File: src/rtl/vlc_pack_ctrl_pkg.sv
// Shared Huffman VLC constants: field widths, VLC word layout and packer states.
package vlc_pack_ctrl_pkg;

   localparam int unsigned CODE_W = 16;
   localparam int unsigned LEN_W  = 5;
   localparam int unsigned OUT_W  = 32;
   localparam int unsigned BUF_W  = 2 * OUT_W;
   localparam int unsigned FILL_W = 7;
   localparam int unsigned BYTE_W = 3;
   localparam int unsigned VLC_W  = 1 + LEN_W + CODE_W;

   // VLC word layout {last, length, code}; shared with the code-length extraction stage
   localparam int unsigned LAST_BIT = 21;
   localparam int unsigned LEN_HI   = 20;
   localparam int unsigned LEN_LO   = 16;

   typedef enum logic {
      RUN   = 1'b0,
      FLUSH = 1'b1
   } pack_state_e;

endpackage

File: src/rtl/vlc_align_merge.sv
// Places a length-masked code just below the current fill point of the MSB-aligned
// bit buffer and ORs it in.
//   buf_in   : buffer contents (bits below fill are zero)
//   fill     : number of valid bits in buf_in (0..64)
//   code     : raw code field; only code[len-1:0] is used
//   len      : code length, already clamped to 0..CODE_W
//   buf_out  : buf_in with the code merged at [BUF_W-1-fill -: len]
module vlc_align_merge
   import vlc_pack_ctrl_pkg::*;
(
   input  logic [BUF_W-1:0]  buf_in,
   input  logic [FILL_W-1:0] fill,
   input  logic [CODE_W-1:0] code,
   input  logic [LEN_W-1:0]  len,
   output logic [BUF_W-1:0]  buf_out
);

   logic [BUF_W-1:0] code_ext;
   logic [7:0]       shamt;

   // Shift amount uses 8 bits so 64-fill-len cannot wrap for any accepted code
   always_comb begin
      code_ext = BUF_W'(code) & ((BUF_W'(1) << len) - BUF_W'(1));
      shamt    = 8'(BUF_W) - 8'(fill) - 8'(len);
      buf_out  = buf_in | (code_ext << shamt);
   end

endmodule

File: src/rtl/vlc_pack_ctrl.sv
// Packs {last, length, code} VLC words MSB-first into 32-bit output words and
// flushes the zero-padded partial word at the end of a stream.
//   clk, rstN      : clock, asynchronous active-low reset
//   clr            : synchronous clear of buffer, state and len_err
//   vlc_code/valid : input VLC word and handshake; vlc_ready from registers only
//   out_word/valid : packed output word and handshake with out_ready
//   out_last       : final word of a stream
//   out_bytes      : meaningful bytes in out_word (0..4)
//   len_err        : sticky, a code length above CODE_W was seen
//   busy           : packer holds state, bits, or an undelivered word
module vlc_pack_ctrl
   import vlc_pack_ctrl_pkg::*;
(
   input  logic             clk,
   input  logic             rstN,
   input  logic             clr,
   input  logic [VLC_W-1:0] vlc_code,
   input  logic             vlc_valid,
   output logic             vlc_ready,
   output logic [OUT_W-1:0] out_word,
   output logic             out_valid,
   input  logic             out_ready,
   output logic             out_last,
   output logic [BYTE_W-1:0] out_bytes,
   output logic             len_err,
   output logic             busy
);

   pack_state_e       state_q, state_d;
   logic [FILL_W-1:0] fill_q, fill_d;
   logic [BUF_W-1:0]  buf_q, buf_d;
   logic [OUT_W-1:0]  out_word_q, out_word_d;
   logic              out_valid_q, out_valid_d;
   logic              out_last_q, out_last_d;
   logic [BYTE_W-1:0] out_bytes_q, out_bytes_d;
   logic              len_err_q, len_err_d;

   logic [LEN_W-1:0]  code_len_raw, code_len;
   logic              len_ovf, accept, emit, last_emit;
   logic [FILL_W-1:0] drain, fill_mid;
   logic [BUF_W-1:0]  buf_mid, buf_merged;

   assign vlc_ready = (state_q == RUN) && (fill_q <= FILL_W'(BUF_W - CODE_W));
   assign out_word  = out_word_q;
   assign out_valid = out_valid_q;
   assign out_last  = out_last_q;
   assign out_bytes = out_bytes_q;
   assign len_err   = len_err_q;
   assign busy      = (state_q != RUN) || (fill_q != '0) || out_valid_q;

   // Buffer after this cycle's drain; an accepted code lands just below it
   always_comb begin
      code_len_raw = vlc_code[LEN_HI:LEN_LO];
      len_ovf      = code_len_raw > LEN_W'(CODE_W);
      code_len     = len_ovf ? LEN_W'(CODE_W) : code_len_raw;
      accept       = vlc_valid && vlc_ready;
      emit         = (!out_valid_q || out_ready) &&
                     ((state_q == FLUSH) || (fill_q >= FILL_W'(OUT_W)));
      last_emit    = emit && (state_q == FLUSH) && (fill_q <= FILL_W'(OUT_W));
      drain        = !emit ? '0 :
                     (fill_q >= FILL_W'(OUT_W)) ? FILL_W'(OUT_W) : fill_q;
      fill_mid     = fill_q - drain;
      buf_mid      = emit ? {buf_q[OUT_W-1:0], OUT_W'(0)} : buf_q;
   end

   vlc_align_merge u_align_merge (
      .buf_in  (buf_mid),
      .fill    (fill_mid),
      .code    (vlc_code[CODE_W-1:0]),
      .len     (code_len),
      .buf_out (buf_merged)
   );

   // Next-state, buffer and output register update
   always_comb begin
      state_d     = state_q;
      fill_d      = fill_mid;
      buf_d       = buf_mid;
      out_word_d  = out_word_q;
      out_valid_d = out_valid_q;
      out_last_d  = out_last_q;
      out_bytes_d = out_bytes_q;
      len_err_d   = len_err_q;

      if (emit) begin
         out_word_d  = buf_q[BUF_W-1:OUT_W];
         out_valid_d = 1'b1;
         out_last_d  = last_emit;
         if (state_q == FLUSH && fill_q < FILL_W'(OUT_W)) begin
            out_bytes_d = BYTE_W'((fill_q + FILL_W'(7)) >> 3);
         end else begin
            out_bytes_d = BYTE_W'(4);
         end
      end else if (out_valid_q && out_ready) begin
         out_valid_d = 1'b0;
      end

      if (accept) begin
         buf_d  = buf_merged;
         fill_d = fill_mid + FILL_W'(code_len);
         if (len_ovf) len_err_d = 1'b1;
         if (vlc_code[LAST_BIT]) state_d = FLUSH;
      end

      if (last_emit) begin
         state_d = RUN;
         fill_d  = '0;
         buf_d   = '0;
      end

      if (clr) begin
         state_d     = RUN;
         fill_d      = '0;
         buf_d       = '0;
         out_word_d  = '0;
         out_valid_d = 1'b0;
         out_last_d  = 1'b0;
         out_bytes_d = '0;
         len_err_d   = 1'b0;
      end
   end

   always_ff @(posedge clk or negedge rstN) begin
      if (!rstN) begin
         state_q     <= RUN;
         fill_q      <= '0;
         buf_q       <= '0;
         out_word_q  <= '0;
         out_valid_q <= 1'b0;
         out_last_q  <= 1'b0;
         out_bytes_q <= '0;
         len_err_q   <= 1'b0;
      end else begin
         state_q     <= state_d;
         fill_q      <= fill_d;
         buf_q       <= buf_d;
         out_word_q  <= out_word_d;
         out_valid_q <= out_valid_d;
         out_last_q  <= out_last_d;
         out_bytes_q <= out_bytes_d;
         len_err_q   <= len_err_d;
      end
   end

endmodule

File: config.mk
export PLATFORM = sky130hd
export DESIGN_NAME = vlc_pack_ctrl
export DESIGN_NICKNAME = d
export VERILOG_FILES = /design/src/rtl/vlc_pack_ctrl_pkg.sv /design/src/rtl/vlc_align_merge.sv /design/src/rtl/vlc_pack_ctrl.sv
export SDC_FILE = /design/constraint.sdc
export NUM_CORES = 1
export LEC_CHECK = 0
export CORE_MARGIN = 1.5
export CORE_UTILIZATION = 42
export CTS_CLUSTER_DIAMETER = 50
export CTS_CLUSTER_SIZE = 24
export DETAILED_ROUTE_END_ITERATION = 10
export SETUP_SLACK_MARGIN = 0.2
export SYNTH_ARGS = -nofsm -noshare
export SYNTH_HDL_FRONTEND = slang
export SYNTH_SLANG_ARGS = --single-unit
export TNS_END_PERCENT = 30
File: constraint.sdc
create_clock -name clk -period 11.7 [get_ports clk]
set_input_delay 1.755 -clock clk [delete_from_list [all_inputs] [get_ports clk]]
set_output_delay 1.755 -clock clk [all_outputs]
set_load 0.005 [all_outputs]
==> results.cfg <==
[global_route]
grt_overflow = 0
grt_pass1_wl_um = 35100
grt_pass1_vias = 6417
grt_max_degree = 81
grt_usage_pct = 24.6
antenna_found_initial = 0

[detailed_routing]
dr_wl_met3_um = 1240
dr_total_vias = 6833
firstDrtPassIters = 5
met2_length_um = 9790
drt_iter0_markers = 601
met1_length_um = 10100
viasPerCell = 5.95
wl_um = 21800
post-route-drc-count = 0
wl_per_cell_um = 18.9
highest_layer = met4
drtAntennaViolNets = 0

[timing]
layout_setup_ws_ps = 4640
fmax_mhz = 142
fin_crit_sh_pct = 60.3
worst_pin_slew_ps = 1090
slew-limit-headroom_pct = 27.4
finalClockSkew_ps = 15.7
setup_tns_ps = 0
rsz0062_at_grt = false
finalHoldViolations = 0
finalSetupViolCount = 0
timing.final.crit_period_ps = 7060
maxSlewViolCount = 0

[critical_path]
crit_slowest_cell = nor3_1
reg2regPathDepth = 18
crit_required_ps = 11980
arrival_ps = 7340
path_cells = clkdlybuf4s50_1 -> nand2b_1 -> nand2_1 -> nor2_1 -> nand2_1 -> ha_1 -> o21ai_0 -> a21o_1 -> a21boi_0 -> inv_1 -> ha_1 -> ha_1 -> a21oi_1 -> a21oi_1 -> or2_2 -> maj3_2 -> xor2_1 -> nor3_1 -> nand2_1 -> o22ai_1
slowest_delay_ps = 640
worstSetupEndpointType = flip-flop
cp_max_fo = 9
crit_path_start_kind = primary input
critPathKind = in -> reg

[synth]
syn_inst = 891
ys_ff_latch = 110
syn-num-nets = 944
yosysTopAreaCell = dfrtp_1
syn_area_um2 = 7320
yosysUniqueCellTypes = 69
yosysSeqAreaShare_pct = 37.6
yosys_warnings = 0
synth-main-ff-cell = dfrtp_1
synth-edff-count = 0
synth-async-reset-ratio_pct = 100
ys_top_cells_by_area = dfrtp_1 38%, nand2_1 8.9%, a21oi_1 5.8%
synth_top_area_share_pct = 37.6
synth.avg_cell_area_um2 = 8.22

[floorplanning]
start_util_pct = 42.6
io_pins = 67
die_h_um = 135
core_area_um2 = 17200
die_x_um = 135
std_cell_rows = 48
dieArea_um2 = 18200

[place]
pre_cts_ws_ps = 4380
io_buffers = 66
place_hpwl_um = 15700
postPlaceCellArea_um2 = 8160
place_congestion = 0.993

[flow_run]
max_cap_violations = 0

[clocking]
cts_buffers = 9
cts_setup_buffers = 0
h-tree-depth = 3
clk_latency_ps = 360
clkSinkCount = 110
cts_resized = 0
cts_tree = done
clock_path_buffers = 2
clk_pin_slew_ps = 70
hold_buffers = 0
root_buffer = clkbuf_16

[layout]
register_area_um2 = 2750
layout_commonest_cell = nand2_1
multiInputGateArea_um2 = 4260
num-nets-final = 973
n_fill_cell = 1714
final_cell_mix = 174 x nand2_1, 110 x dfrtp_1, 85 x a21oi_1, 65 x clkdlybuf4s50_1, 63 x nor2_1
area_delta_synth_final_pct = 15.1
fin_area_um2 = 8430
antennaDiodeCount = 0
drive_above_1_share_pct = 5.95

[run_status]
status = complete, no violations

[worst_hold_path]
whs_path_depth = 2
hold_class = reg -> reg
sequential cells by signal, summed over array words and instances (netlist names):
register	cells
out_valid	1
fill_q	7
buf_q	64
out_word	32
out_bytes	3
out_last	1
len_err	1
state_q	1
kinds of logic after synthesis:
| group | Yosys count | synth area share [%] |
|---|---|---|
| muxes | 36 | 5.18 |
| buffers and inverters | 90 | 4.63 |
| adders and majority gates | 27 | 4.91 |
| AOI/OAI and AO/OA | 273 | 24.9 |
| and+or+nand+nor | 339 | 20.7 |
| DFF | 110 | 37.6 |
| xor gates and xnor gates | 16 | 2.10 |
worst paths after layout:
kind                            from  slack, ps      endpoint
hold reg to reg            buf_q[24]        480     buf_q[24]
max in group asynchronous       rstN       8990   out_word[9]
min in group asynchronous       rstN       1320  out_bytes[2]
setup reg to reg           fill_q[5]       6030     buf_q[55]
hold / removal             buf_q[24]        480     buf_q[24]
setup / recovery           out_ready       4640     buf_q[55]
through the flow:
| stage | cells | hold slack, ps | util [%] |
|---|---|---|---|
| 3_5_place_dp | 1134 | 471 | 47.5 |
| 3_3_place_gp | 1134 | 462 | 47.5 |
| 6_report | 1149 | 483 | 49.1 |
| 5_1_grt | 1149 | 504 | 49.1 |
| 4_1_cts | 1149 | 487 | 49.1 |
| 2_1_floorplan | 891 | 449 | - |
final cells by class:
type                    instances  area share [%]
clock buffers                  13            2.97
clock inverters                 2           0.208
inverters                      29            1.29
multi-input cells             691            50.5
flip-flops and latches        110            32.7
well taps                     225            3.34
repair buffers                 79            8.97
cell usage after synthesis, drive strengths merged, types with 10 or more instances:
| master | number |
|---|---|
| nand2 | 174 |
| dfrtp | 110 |
| a21oi | 85 |
| nor2 | 64 |
| clkbuf | 52 |
| o21ai | 35 |
| mux2i | 30 |
| inv | 28 |
| ha | 23 |
| nor3 | 21 |
| nand3 | 16 |
| o22ai | 16 |
| a22oi | 15 |
| a31oi | 15 |
| nand2b | 14 |
| a211oi | 10 |
worst max-delay path, delay by kind of cell:
family          cells  cell delay [ps]
compound gates      6             1260
buf+inv             2              530
simple gates        7             2160
fa+ha+maj           4             1370
xor+xnor            1              250
routing by layer:
metal | vias to the layer above | GRT usage [%]
met5 | - | 0
met2 | 238 | 37.6
met3 | 44 | 4.20
met4 | 0 | 9.32
met1 | 3271 | 34.8
li1 | 3280 | -
Power is left out: the tool's default activity adds up to more than one toggle a clock period on the data nets, which glitch-free logic cannot reach.
